`src/rtl/alu_sched_pkg.sv`:
```
// Shared constants for the ALU round-robin scheduler: opcodes, FSM encoding and data width.
package alu_sched_pkg;

    localparam int unsigned DATA_W = 32;

    localparam logic [2:0] OP_NOT = 3'd0;
    localparam logic [2:0] OP_OR  = 3'd1;
    localparam logic [2:0] OP_AND = 3'd2;
    localparam logic [2:0] OP_NEG = 3'd3;
    localparam logic [2:0] OP_ADD = 3'd4;
    localparam logic [2:0] OP_SUB = 3'd5;
    localparam logic [2:0] OP_MUL = 3'd6;
    localparam logic [2:0] OP_DIV = 3'd7;

    localparam logic [1:0] IDLE = 2'd0;
    localparam logic [1:0] EXEC = 2'd1;
    localparam logic [1:0] RESP = 2'd2;

endpackage

```
`src/rtl/rr_arbiter.sv`:
```
// Combinational round-robin picker: first set request searching upward from last_grant+1,
// wrapping modulo NUM_REQ.
module rr_arbiter #(
    parameter int unsigned NUM_REQ = 4,
    parameter int unsigned ID_W    = 2
) (
    input  logic [NUM_REQ-1:0] req,
    input  logic [ID_W-1:0]    last_grant,
    output logic [NUM_REQ-1:0] grant,
    output logic [ID_W-1:0]    idx,
    output logic               any
);

    int unsigned k;

    always_comb begin
        grant = '0;
        idx   = '0;
        any   = 1'b0;
        k     = 0;
        // i == NUM_REQ revisits last_grant itself, so a lone requester can be re-granted
        for (int unsigned i = 1; i <= NUM_REQ; i++) begin
            k = (32'(last_grant) + i) % NUM_REQ;
            if (!any && req[k]) begin
                grant[k] = 1'b1;
                idx      = ID_W'(k);
                any      = 1'b1;
            end
        end
    end

endmodule

```
`src/rtl/alu_rr_scheduler.sv`:
```
// Shares one external 32-bit ALU between NUM_REQ requesters (IDLE -> EXEC -> RESP).
// Optional ALU_RR_GRANT_CNT_EN adds per-requester 16-bit saturating grant counters.
module alu_rr_scheduler
    import alu_sched_pkg::*;
#(
    parameter int unsigned NUM_REQ = 4,
    parameter int unsigned ID_W    = 2
) (
    input  logic                        clk,
    input  logic                        rst,
    input  logic [NUM_REQ-1:0]          req_valid,
    output logic [NUM_REQ-1:0]          req_ready,
    input  logic [DATA_W*NUM_REQ-1:0]   req_a,
    input  logic [DATA_W*NUM_REQ-1:0]   req_b,
    input  logic [3*NUM_REQ-1:0]        req_sel,
    output logic [DATA_W-1:0]           alu_a,
    output logic [DATA_W-1:0]           alu_b,
    output logic [2:0]                  alu_sel,
    input  logic [DATA_W-1:0]           alu_out,
    input  logic                        alu_c,
    input  logic                        alu_z,
    input  logic                        alu_n,
    output logic                        resp_valid,
    input  logic                        resp_ready,
    output logic [ID_W-1:0]             resp_id,
    output logic [DATA_W-1:0]           resp_out,
    output logic                        resp_c,
    output logic                        resp_z,
    output logic                        resp_n,
    output logic                        resp_err
`ifdef ALU_RR_GRANT_CNT_EN
    ,
    output logic [16*NUM_REQ-1:0]       grant_cnt
`endif
);

    logic [1:0]         state;
    logic [ID_W-1:0]    last_grant;
    logic [NUM_REQ-1:0] grant;
    logic [ID_W-1:0]    grant_idx;
    logic               grant_any;
    logic               accept;

    rr_arbiter #(
        .NUM_REQ (NUM_REQ),
        .ID_W    (ID_W)
    ) u_arb (
        .req        (req_valid),
        .last_grant (last_grant),
        .grant      (grant),
        .idx        (grant_idx),
        .any        (grant_any)
    );

    // Grant is only visible in IDLE and never while reset is held
    assign accept    = (state == IDLE) && grant_any && !rst;
    assign req_ready = accept ? grant : '0;

    always_ff @(posedge clk) begin
        if (rst) begin
            state      <= IDLE;
            last_grant <= ID_W'(NUM_REQ - 1);
            alu_a      <= '0;
            alu_b      <= '0;
            alu_sel    <= '0;
            resp_valid <= 1'b0;
            resp_id    <= '0;
            resp_out   <= '0;
            resp_c     <= 1'b0;
            resp_z     <= 1'b0;
            resp_n     <= 1'b0;
            resp_err   <= 1'b0;
        end else begin
            case (state)
                IDLE: begin
                    if (grant_any) begin
                        alu_a      <= req_a[DATA_W*32'(grant_idx) +: DATA_W];
                        alu_b      <= req_b[DATA_W*32'(grant_idx) +: DATA_W];
                        alu_sel    <= req_sel[3*32'(grant_idx) +: 3];
                        last_grant <= grant_idx;
                        state      <= EXEC;
                    end
                end
                EXEC: begin
                    resp_out   <= alu_out;
                    resp_c     <= alu_c;
                    resp_z     <= alu_z;
                    resp_n     <= alu_n;
                    resp_id    <= last_grant;
                    resp_err   <= (alu_sel == OP_DIV) && (alu_b == '0);
                    resp_valid <= 1'b1;
                    state      <= RESP;
                end
                RESP: begin
                    if (resp_ready) begin
                        resp_valid <= 1'b0;
                        state      <= IDLE;
                    end
                end
                default: state <= IDLE;
            endcase
        end
    end

`ifdef ALU_RR_GRANT_CNT_EN
    always_ff @(posedge clk) begin
        if (rst) begin
            grant_cnt <= '0;
        end else if (accept) begin
            for (int i = 0; i < int'(NUM_REQ); i++) begin
                if (grant[i] && grant_cnt[16*i +: 16] != 16'hFFFF) begin
                    grant_cnt[16*i +: 16] <= grant_cnt[16*i +: 16] + 16'd1;
                end
            end
        end
    end
`endif

endmodule

```
`config.mk`:
```
export PLATFORM = sky130hd
export DESIGN_NAME = alu_rr_scheduler
export DESIGN_NICKNAME = d
export VERILOG_FILES = /design/src/rtl/alu_sched_pkg.sv /design/src/rtl/rr_arbiter.sv /design/src/rtl/alu_rr_scheduler.sv
export SDC_FILE = /design/constraint.sdc
export NUM_CORES = 1
export LEC_CHECK = 0
export ABC_AREA = 1
export BUFFER_PORTS_ARGS = -buffer_cell sky130_fd_sc_hd__clkbuf_2
export CAP_MARGIN = 15
export CORE_AREA = 2 2 162 164
export DETAILED_ROUTE_END_ITERATION = 8
export DIE_AREA = 0 0 164 166
export GPL_TIMING_DRIVEN = 0
export HOLD_SLACK_MARGIN = 0.03
export PLACE_DENSITY = 0.69
export SKIP_LAST_GASP = 1
export SYNTH_ARGS = -nofsm -noshare
export SYNTH_HDL_FRONTEND = slang
export SYNTH_SLANG_ARGS = --single-unit
```
`constraint.sdc`:
```
create_clock -name clk -period 2.4 [get_ports clk]
set_input_delay 0.48 -clock clk [delete_from_list [all_inputs] [get_ports clk]]
set_output_delay 0.48 -clock clk [all_outputs]
set_load 0.05 [all_outputs]
```
==> results of run 1 <==
## synth_stat cells (all sizes together), types with 7 or more instances
master	instances	share of area (%)
a21oi	7	0.61
and3	14	1.1
buf	49	3.5
clkbuf	35	1.7
dfxtp	110	29
ha	8	1.3
inv	289	14
nand2	261	13
nand3	289	19
nor2	230	12
nor4	8	0.66
o21ai	43	2.8
## sequential cells by signal, summed over array words and instances (netlist names)
register    count
alu_sel         3
alu_a          32
resp_id         2
resp_c          1
resp_n          1
resp_z          1
last_grant      2
alu_b          32
resp_err        1
resp_out       32
resp_valid      1
state           2
## critical path, stage by stage, from the launching register on
cell        delay (ns)
dfxtp_4           0.35
buf_8             0.12
buf_4             0.18
nand2_2           0.08
nand2_2           0.08
nand2_2           0.10
nand2_4           0.08
nor2_4            0.17
nand4_1           0.19
o21ai_1           0.20
nand2_2           0.08
clkinvlp_4        0.09
clkbuf_16         0.15
## metrics by stage
step	setup slack, ns	util (%)	setup TNS, ns	cell area, µm²
finish	-0.295	49.1	-7.61	12600
floorplan	0.0334	-	0	7640
CTS	-0.312	41.8	-12.40	10700
global route	-0.414	49.1	-15.94	12600
global placement	-0.895	39.6	-40.87	10100
detailed placement	-0.909	39.6	-42.88	10100
## path summary, 6_finish.rpt
kind,from,end,depth (start not counted)
setup / recovery,last_grant[0],req_ready[2],12
hold / removal,resp_ready,resp_valid,2
setup reg to reg,last_grant[0],alu_a[16],20
hold reg to reg,resp_err,resp_err,2
## final cells by class
class / instances / area [µm²]
flip-flops and latches: 110 / 2210
inverters: 290 / 1120
plain buffers: 82 / 817
well taps: 335 / 419
clock buffers: 9 / 225
multi-input cells: 875 / 4750
repair buffers: 481 / 2960
clock inverters: 7 / 72.6
fillers: 2625 / 13000
## cell families after synthesis
logic type / count (synthesis) / synth area share, %
adder cells (fa/ha/maj): 8 / 1.31
AND/OR/NAND/NOR: 808 / 46.0
AO/OA/AOI/OAI: 59 / 4.24
flip-flops: 110 / 28.9
buffers and inverters: 374 / 19.5
## layer usage
metal | up-vias | wire, µm
li1 | 5118 | -
met1 | 4680 | 15000
met2 | 447 | 17200
met3 | 55 | 2090
met4 | 0 | 813
met5 | - | 0
## repair_timing
item / CTS / global route
gates cloned: 0 / 11
gates resized for setup: 53 / 366
pin swaps: 12 / 54
setup endpoints to repair: 73 / 73
buffers inserted: 14 / 38
==> flow_metrics.tcl, run 1 <==
set metrics [dict create \
    layout_min_cycle_time_ns 2.70 \
    grt_use_met2_pct 39.3 \
    die_x_um 164 \
    syn_area_um2 7620 \
    status "finished with violations" \
    maxCapViolCount 0 \
    initial_core_util_pct 29.7 \
    globalplace.congestion 0.933 \
    worst_slack_ns -0.295 \
    critPathCaptureType "output port" \
    criticalPathCategory "reg -> out" \
    finalNetCount 2167 \
    violations "negative setup slack" \
    rsz0062_at_grt "true" \
    avgSynthCellArea_um2 5.61 \
    yosysSeqAreaShare_pct 28.9 \
    avgRoutedWirePerCell_um 16.0 \
    yosysUniqueCellTypes 33 \
    slew_headroom_pct 28.4 \
    drtIter0Drc 578 \
    clock_latency_ns 0.36 \
    grt_pass1_vias 9289 \
    drc 0 \
    grt_pass1_wl_um 49000 \
    root_buffer "clkbuf_16" \
    layout_common_cells "clkbuf_2, inv_1, nor2_1" \
    min_period_over_period_pct 112 \
    ys.flop_type "dfxtp_1" \
    grt-ovfl-total 0 \
    grt_use_met3_pct 3.62 \
    worstPathArrival_ns 2.22 \
    layout-drive-gt1-share_pct 39.3 \
    fin_cells 2189 \
    rrSetupSlack_ns -0.19 \
    cp_data_required_time_ns 1.92 \
    dieArea_um2 27200 \
    antenna_found_initial 0 \
    dp.cells 2112 \
    worst-path-max-fanout 8 \
    ctsHtreeMaxLevel 3 \
    path_clk_slew_ns 0.08 \
    port_buffers 418 \
    cts_buffers 9 \
    finalHoldWorstSlack_ns 0.320 \
    synth_edf_count 0 \
    cts_hold_buf 0 \
    areaGrowthSynthToFinish_pct 65.0 \
    synth-seq-cells 110 \
    setup_viol 71 \
    via_count 10300 \
    syn_inst 1359 \
    final_common_cell "clkbuf_2" \
    synthArstFlopShare_pct 0 \
    finalWirelength_um 35100 \
    tritoncts "done" \
    cts.sinks 110 \
    syn-num-nets 1677 \
    finClkSkew_ns 0.0128 \
    io_pins 420 \
    fmax_ghz 0.371 \
    cp-start-kind "register" \
    floorplan.rows 59 \
    globalRouteMet1Util_pct 29.6 \
    worst_pin_slew_ns 1.07 \
    clk_path_buf_depth 2 \
    grt.total_usage_pct 23.1 \
    avgViaCountPerCell 4.71 \
    ant_nets 0 \
    top_usage_layer "met2" \
    diodes 0 \
    fp.dieH_um 166 \
    hold_violations 0 \
    maxSlewViolCount 0 \
    core-area_um2 25600 \
    hpwl_um 26100 \
    hp-class "in -> reg" \
    first_pass_iters 7 \
    grt_max_degree 22 \
    yosysWarnings 0 \
]
Power of run 1 is not shown: default switching activity piles up to over one toggle a cycle in this logic, so the estimate is an artifact.
==> inputs of run 2 (changes only) <==
--- a/config.mk
+++ b/config.mk
@@ -14,6 +14,7 @@
 export GPL_TIMING_DRIVEN = 0
 export HOLD_SLACK_MARGIN = 0.03
 export PLACE_DENSITY = 0.69
+export RECOVER_POWER = 100
 export SKIP_LAST_GASP = 1
 export SYNTH_ARGS = -nofsm -noshare
 export SYNTH_HDL_FRONTEND = slang
==> run 2 against run 1 <==
  * The run still ends with negative setup slack left
  * First-iteration DRC count up 5.0%
  * Critical path depth unchanged
  * Core utilization down 0.52 points
  * Worst setup slack better by 0.0027 ns
  * Count of clock-buffer cells in the layout unchanged
  * Die area unchanged
  * Critical endpoint unchanged
  * Largest cell class unchanged
==> flow_metrics.tcl, run 2 (synthesis gave the netlist of run 1 again) <==
set metrics [dict create \
    path_clk_slew_ns 0.08 \
    diodes 0 \
    reg.largest.list "alu_a (32), alu_b (32), resp_out (32)" \
    finClkSkew_ns 0.0131 \
    hold_depth 2 \
    hp-class "in -> reg" \
    drtIter0Drc 607 \
    fillers 2680 \
    dieArea_um2 27200 \
    via_count 10300 \
    maxSlewViolCount 0 \
    rsz0062_at_grt "true" \
    final_common_cell "clkbuf_2" \
    root_buffer "clkbuf_16" \
    tritoncts "done" \
    clock_latency_ns 0.36 \
    layout-drive-gt1-share_pct 33.5 \
    grt.total_usage_pct 23.1 \
    status "finished with violations" \
    fin_util_pct 48.6 \
    worst_slack_ns -0.293 \
    io_pins 420 \
    layout_min_cycle_time_ns 2.69 \
    worstPathArrival_ns 2.21 \
    cp_data_required_time_ns 1.92 \
    criticalPathCategory "reg -> out" \
    fmax_ghz 0.371 \
    cts_buffers 9 \
    cp-start-kind "register" \
    cts_hold_buf 0 \
    ant_nets 0 \
    floorplan.rows 59 \
    setup_viol 70 \
    layout_common_cells "clkbuf_2, inv_1, nor2_1" \
    slew_headroom_pct 28.0 \
    drc 0 \
    maxCapViolCount 0 \
    worst_pin_slew_ns 1.08 \
    avgRoutedWirePerCell_um 16.0 \
    rrSetupSlack_ns -0.19 \
    hold_violations 0 \
    grt-ovfl-total 0 \
    grt_pass1_vias 9289 \
    areaGrowthSynthToFinish_pct 63.3 \
    critPathCaptureType "output port" \
    first_pass_iters 5 \
    violations "negative setup slack" \
    core-area_um2 25600 \
    clk_path_buf_depth 2 \
    port_buffers 418 \
    ctsHtreeMaxLevel 3 \
    initial_core_util_pct 29.7 \
    globalplace.congestion 0.933 \
    hpwl_um 26100 \
    finalNetCount 2167 \
    antenna_found_initial 0 \
    fp.dieH_um 166 \
    finalWirelength_um 35100 \
    reg2reg_depth 20 \
    grt_max_degree 22 \
    grt_pass1_wl_um 49000 \
    worst-path-max-fanout 8 \
    die_x_um 164 \
    min_period_over_period_pct 112 \
    avgViaCountPerCell 4.70 \
    cts.sinks 110 \
]
## run 2: cell types whose count changed in the layout (fill, tap and decap cells not counted), sizes merged
cell    delta
clkbuf     +1
buf        -1
## run 2: what timing repair did
action | CTS | global route
buffers inserted | 14 | 38
gates cloned | 0 | 11
resized for setup | 53 | 366
pin swaps | 12 | 54
setup endpoints to repair | 73 | 73
## run 2: worst paths after layout
kind	start	end
max	last_grant[0]	req_ready[2]
min reg2reg	resp_err	resp_err
min	resp_ready	resp_valid
max reg2reg	last_grant[0]	alu_a[16]
## run 2: critical path: stages, from the launching register on
cell,delay (ns)
dfxtp_4,0.35
buf_8,0.12
buf_4,0.17
nand2_2,0.08
nand2_2,0.08
nand2_2,0.10
nand2_4,0.08
nor2_4,0.17
nand4_1,0.19
o21ai_1,0.20
nand2_2,0.08
clkinvlp_4,0.09
clkbuf_16,0.15
## run 2: layer usage
| metal | up-vias | GRT usage [%] | part of all wire [%] |
|---|---|---|---|
| met5 | - | 0 | 0 |
| met2 | 438 | 39.3 | 49 |
| met1 | 4662 | 29.6 | 42 |
| met4 | 0 | 7.78 | 2.6 |
| li1 | 5116 | - | - |
| met3 | 65 | 3.62 | 6.3 |
## run 2: stage by stage
step	hold slack [ns]	TNS (ns)	area (µm²)	setup slack, ns	cells
floorplan	0.519	0	7640	0.0334	1359
global placement	0.456	-40.87	10100	-0.895	2112
detailed placement	0.475	-42.88	10100	-0.909	2112
CTS	0.301	-12.40	10700	-0.312	2142
global route	0.302	-16.31	12400	-0.414	2189
finish	0.319	-7.43	12400	-0.293	2189
## run 2: final cells by class
class	instances	area, µm²	area share, %
multi-input cells	875	4750	38.2
plain buffers	82	817	6.57
well taps	335	419	3.37
inverters	290	1120	9.03
clock inverters	7	72.6	0.583
repair buffers	481	2830	22.7
flip-flops and latches	110	2210	17.8
clock buffers	9	225	1.81
Power of run 2 is left out for the same reason.
==> inputs of run 3 (changes only) <==
--- a/config.mk
+++ b/config.mk
@@ -5,15 +5,14 @@
 export SDC_FILE = /design/constraint.sdc
 export NUM_CORES = 1
 export LEC_CHECK = 0
-export ABC_AREA = 1
 export BUFFER_PORTS_ARGS = -buffer_cell sky130_fd_sc_hd__clkbuf_2
 export CAP_MARGIN = 15
-export CORE_AREA = 2 2 162 164
+export CORE_AREA = 2 2 161 163
 export DETAILED_ROUTE_END_ITERATION = 8
-export DIE_AREA = 0 0 164 166
+export DIE_AREA = 0 0 163 165
 export GPL_TIMING_DRIVEN = 0
 export HOLD_SLACK_MARGIN = 0.03
-export PLACE_DENSITY = 0.69
+export PLACE_DENSITY = 0.63
 export RECOVER_POWER = 100
 export SKIP_LAST_GASP = 1
 export SYNTH_ARGS = -nofsm -noshare
==> run 3 against run 2 <==
  * The run still ends with negative setup slack left
  * Global-route usage down 4.0 points
  * Sequential share of layout area up 4.4 points
  * Register-to-register slack worse by 0.51 ns
  * Critical path depth down 3
==> flow_metrics.tcl, run 3 <==
set metrics [dict create \
    status "finished with violations" \
    violations "negative setup slack" \
    cp_data_required_time_ns 1.92 \
    via_count 6763 \
    antenna_found_initial 0 \
    finalNetCount 1433 \
    cts.sinks 110 \
    hold_violations 0 \
    ant_nets 0 \
    setup_viol 74 \
    worst_pin_slew_ns 0.792 \
    finalWirelength_um 26600 \
    ctsHtreeMaxLevel 3 \
    grt_pass1_wl_um 38800 \
    maxCapViolCount 0 \
    layout_common_cells "clkbuf_2, nand2_1, mux2i_1" \
    clock_latency_ns 0.36 \
    worstPathArrival_ns 2.63 \
    cts_hold_buf 0 \
    worstReg2RegEnd "alu_a[25]" \
    fillers 2571 \
    fp.dieH_um 165 \
    synth_most_common_cell "nand2_1" \
    syn-num-nets 963 \
    areaGrowthSynthToFinish_pct 59.9 \
    cp_slowest_stage_delay_ns 0.54 \
    root_buffer "clkbuf_16" \
    synth_top_area_cell "dfxtp_1" \
    synth_edf_count 0 \
    worst_slack_ns -0.714 \
    layout_min_cycle_time_ns 3.11 \
    grt-ovfl-total 0 \
    grt_max_degree 21 \
    drc 0 \
    rrSetupSlack_ns -0.70 \
    initial_core_util_pct 24.9 \
    pre_cts_ws_ns -1.03 \
    criticalPathCategory "reg -> out" \
    critPathCaptureType "output port" \
    yosysSeqAreaShare_pct 35.3 \
    maxSlewViolCount 0 \
    dieArea_um2 26900 \
    hold_depth 3 \
    synth_common_cells "nand2_1, mux2i_1, dfxtp_1" \
    die_x_um 163 \
    grt_use_met3_pct 4.55 \
    ir_drop_uv 591 \
    grt_use_met2_pct 34.2 \
    clk_path_buf_depth 2 \
    cp_cell_sequence "buf_8 > inv_8 > ha_4 > mux4_2 > or3_4 > o21a_4 > nand2b_4 > nor2_4 > clkbuf_8" \
    synth_area_leaders "dfxtp_1, mux2i_1, o221ai_2, nand2_1, o221ai_1" \
    floorplan.rows 58 \
    tritoncts "done" \
    p_per_area_nw_per_um2 1540 \
    first_pass_iters 5 \
    path_buf_inv 3 \
    finClkSkew_ns 0.00995 \
    hp-start "alu_out[9]" \
    grt.total_usage_pct 19.1 \
    timing.rr.start "last_grant[0]" \
    startpoint "last_grant[0]" \
    yosysTopAreaCellShare_pct 35.3 \
    syn_area_um2 6240 \
    rsz0062_at_grt "true" \
    synthArstFlopShare_pct 0 \
    min_to "resp_out[9]" \
    globalRouteMet1Util_pct 22.6 \
    grt_pass1_vias 6768 \
    drtIter0Drc 267 \
    globalplace.congestion 0.886 \
    reg2reg_depth 14 \
    synth-seq-cells 110 \
    cp_slowest_cell "mux4_2" \
    avgViaCountPerCell 4.66 \
    syn_inst 645 \
    tns_ns -46.39 \
    yosysUniqueCellTypes 52 \
    path_clk_slew_ns 0.09 \
    yosysWarnings 0 \
    avgSynthCellArea_um2 9.68 \
    top_usage_layer "met2" \
    p_leak_nw 4.78 \
    layout-drive-gt1-share_pct 43.7 \
    cts_buffers 9 \
    fmax_ghz 0.321 \
    ys.flop_type "dfxtp_1" \
    cp-start-kind "register" \
    final_common_cell "clkbuf_2" \
    avgRoutedWirePerCell_um 18.4 \
    hp-class "in -> reg" \
    io_pins 420 \
    critPathTopFamily "simple AND/OR/NAND/NOR gates" \
    core-area_um2 25000 \
    slew_headroom_pct 47.4 \
    port_buffers 418 \
    reg.largest.list "alu_a (32), alu_b (32), resp_out (32)" \
    diodes 0 \
    worst-path-max-fanout 5 \
    min_period_over_period_pct 130 \
    hpwl_um 20700 \
]
run 3: cell count changes in the layout (fill, tap and decap cells not counted), moves of 20 or more:
cell | before | now
inv_1 | 277 | 5
nor2_1 | 220 | 13
nand3_1 | 201 | 2
mux2i_1 | 0 | 133
nand3_2 | 83 | 0
nand2_1 | 208 | 142
o221ai_2 | 0 | 45
a21oi_1 | 6 | 40
o21ai_0 | 38 | 4
nand2_4 | 32 | 0
o221ai_1 | 0 | 22
buf_4 | 39 | 19
run 3: worst reg2reg max path, delay by kind of cell, from the launching register on:
family / cells / cell delay (ns)
fa+ha+maj: 1 / 0.26
mux: 1 / 0.54
compound gates: 2 / 0.33
flops: 1 / 0.36
simple gates: 3 / 0.66
buf+inv: 7 / 0.83
run 3: worst max-delay path by stage:
stage,endpoint,depth (start not counted)
6_report,req_ready[3],9
4_1_cts,req_ready[2],9
5_1_grt,req_ready[3],9
3_3_place_gp,alu_a[26],12
3_5_place_dp,alu_a[26],12
2_1_floorplan,alu_a[0],13
run 3: cell families (layout without fill, tap and decap cells):
logic type / Yosys count / in the layout / share of synthesized area [%]
multiplexers: 139 / 139 / 23.1
AND/OR/NAND/NOR: 192 / 192 / 13.3
adder cells (fa/ha/maj): 8 / 8 / 1.60
AO/OA/AOI/OAI: 135 / 135 / 20.1
flip-flops: 110 / 110 / 35.3
buffers and inverters: 61 / 536 / 6.56
run 3: cell type report:
class,instances,area [µm²],area share (%)
multi-input combinational,474,3830,38.3
timing repair buffer,461,2650,26.6
buffer,51,552,5.53
inverter,8,40.0,0.401
clock buffer,9,225,2.26
clock inverter,7,65.1,0.652
sequential,110,2210,22.1
tap,330,413,4.14
run 3: metal layers:
metal | share of wire, % | wire (µm) | vias to the layer above
li1 | - | - | 3330
met1 | 40 | 10500 | 3134
met2 | 51 | 13500 | 270
met3 | 7.2 | 1910 | 29
met4 | 2.4 | 628 | 0
met5 | 0 | 0 | -
run 3: where the power goes:
part           internal [mW]  switching [mW]
Combinational           4.93            6.22
Sequential              2.36           0.353
Clock                  0.733           0.783
Total                   8.03            7.35
run 3: metrics by stage:
stage | hold WS, ns | util [%] | power [mW] | area [µm²] | instances
floorplan | 0.474 | - | 9.68 | 6390 | 645
global placement | 0.441 | 35.5 | 11.9 | 8890 | 1393
detailed placement | 0.445 | 35.5 | 12.0 | 8890 | 1393
CTS | 0.313 | 40.0 | 15.5 | 10000 | 1446
global route | 0.316 | 39.9 | 16.3 | 9980 | 1450
finish | 0.333 | 39.9 | 15.4 | 9980 | 1450
run 3: repair_timing:
| item | CTS | global route |
|---|---|---|
| setup buffers | 28 | 4 |
| pin swaps | 7 | 5 |
| setup endpoints to repair | 75 | 74 |
| cloned | 11 | 0 |
| resized for setup | 69 | 18 |
Note: power is estimated with default switching activity, not from simulation.
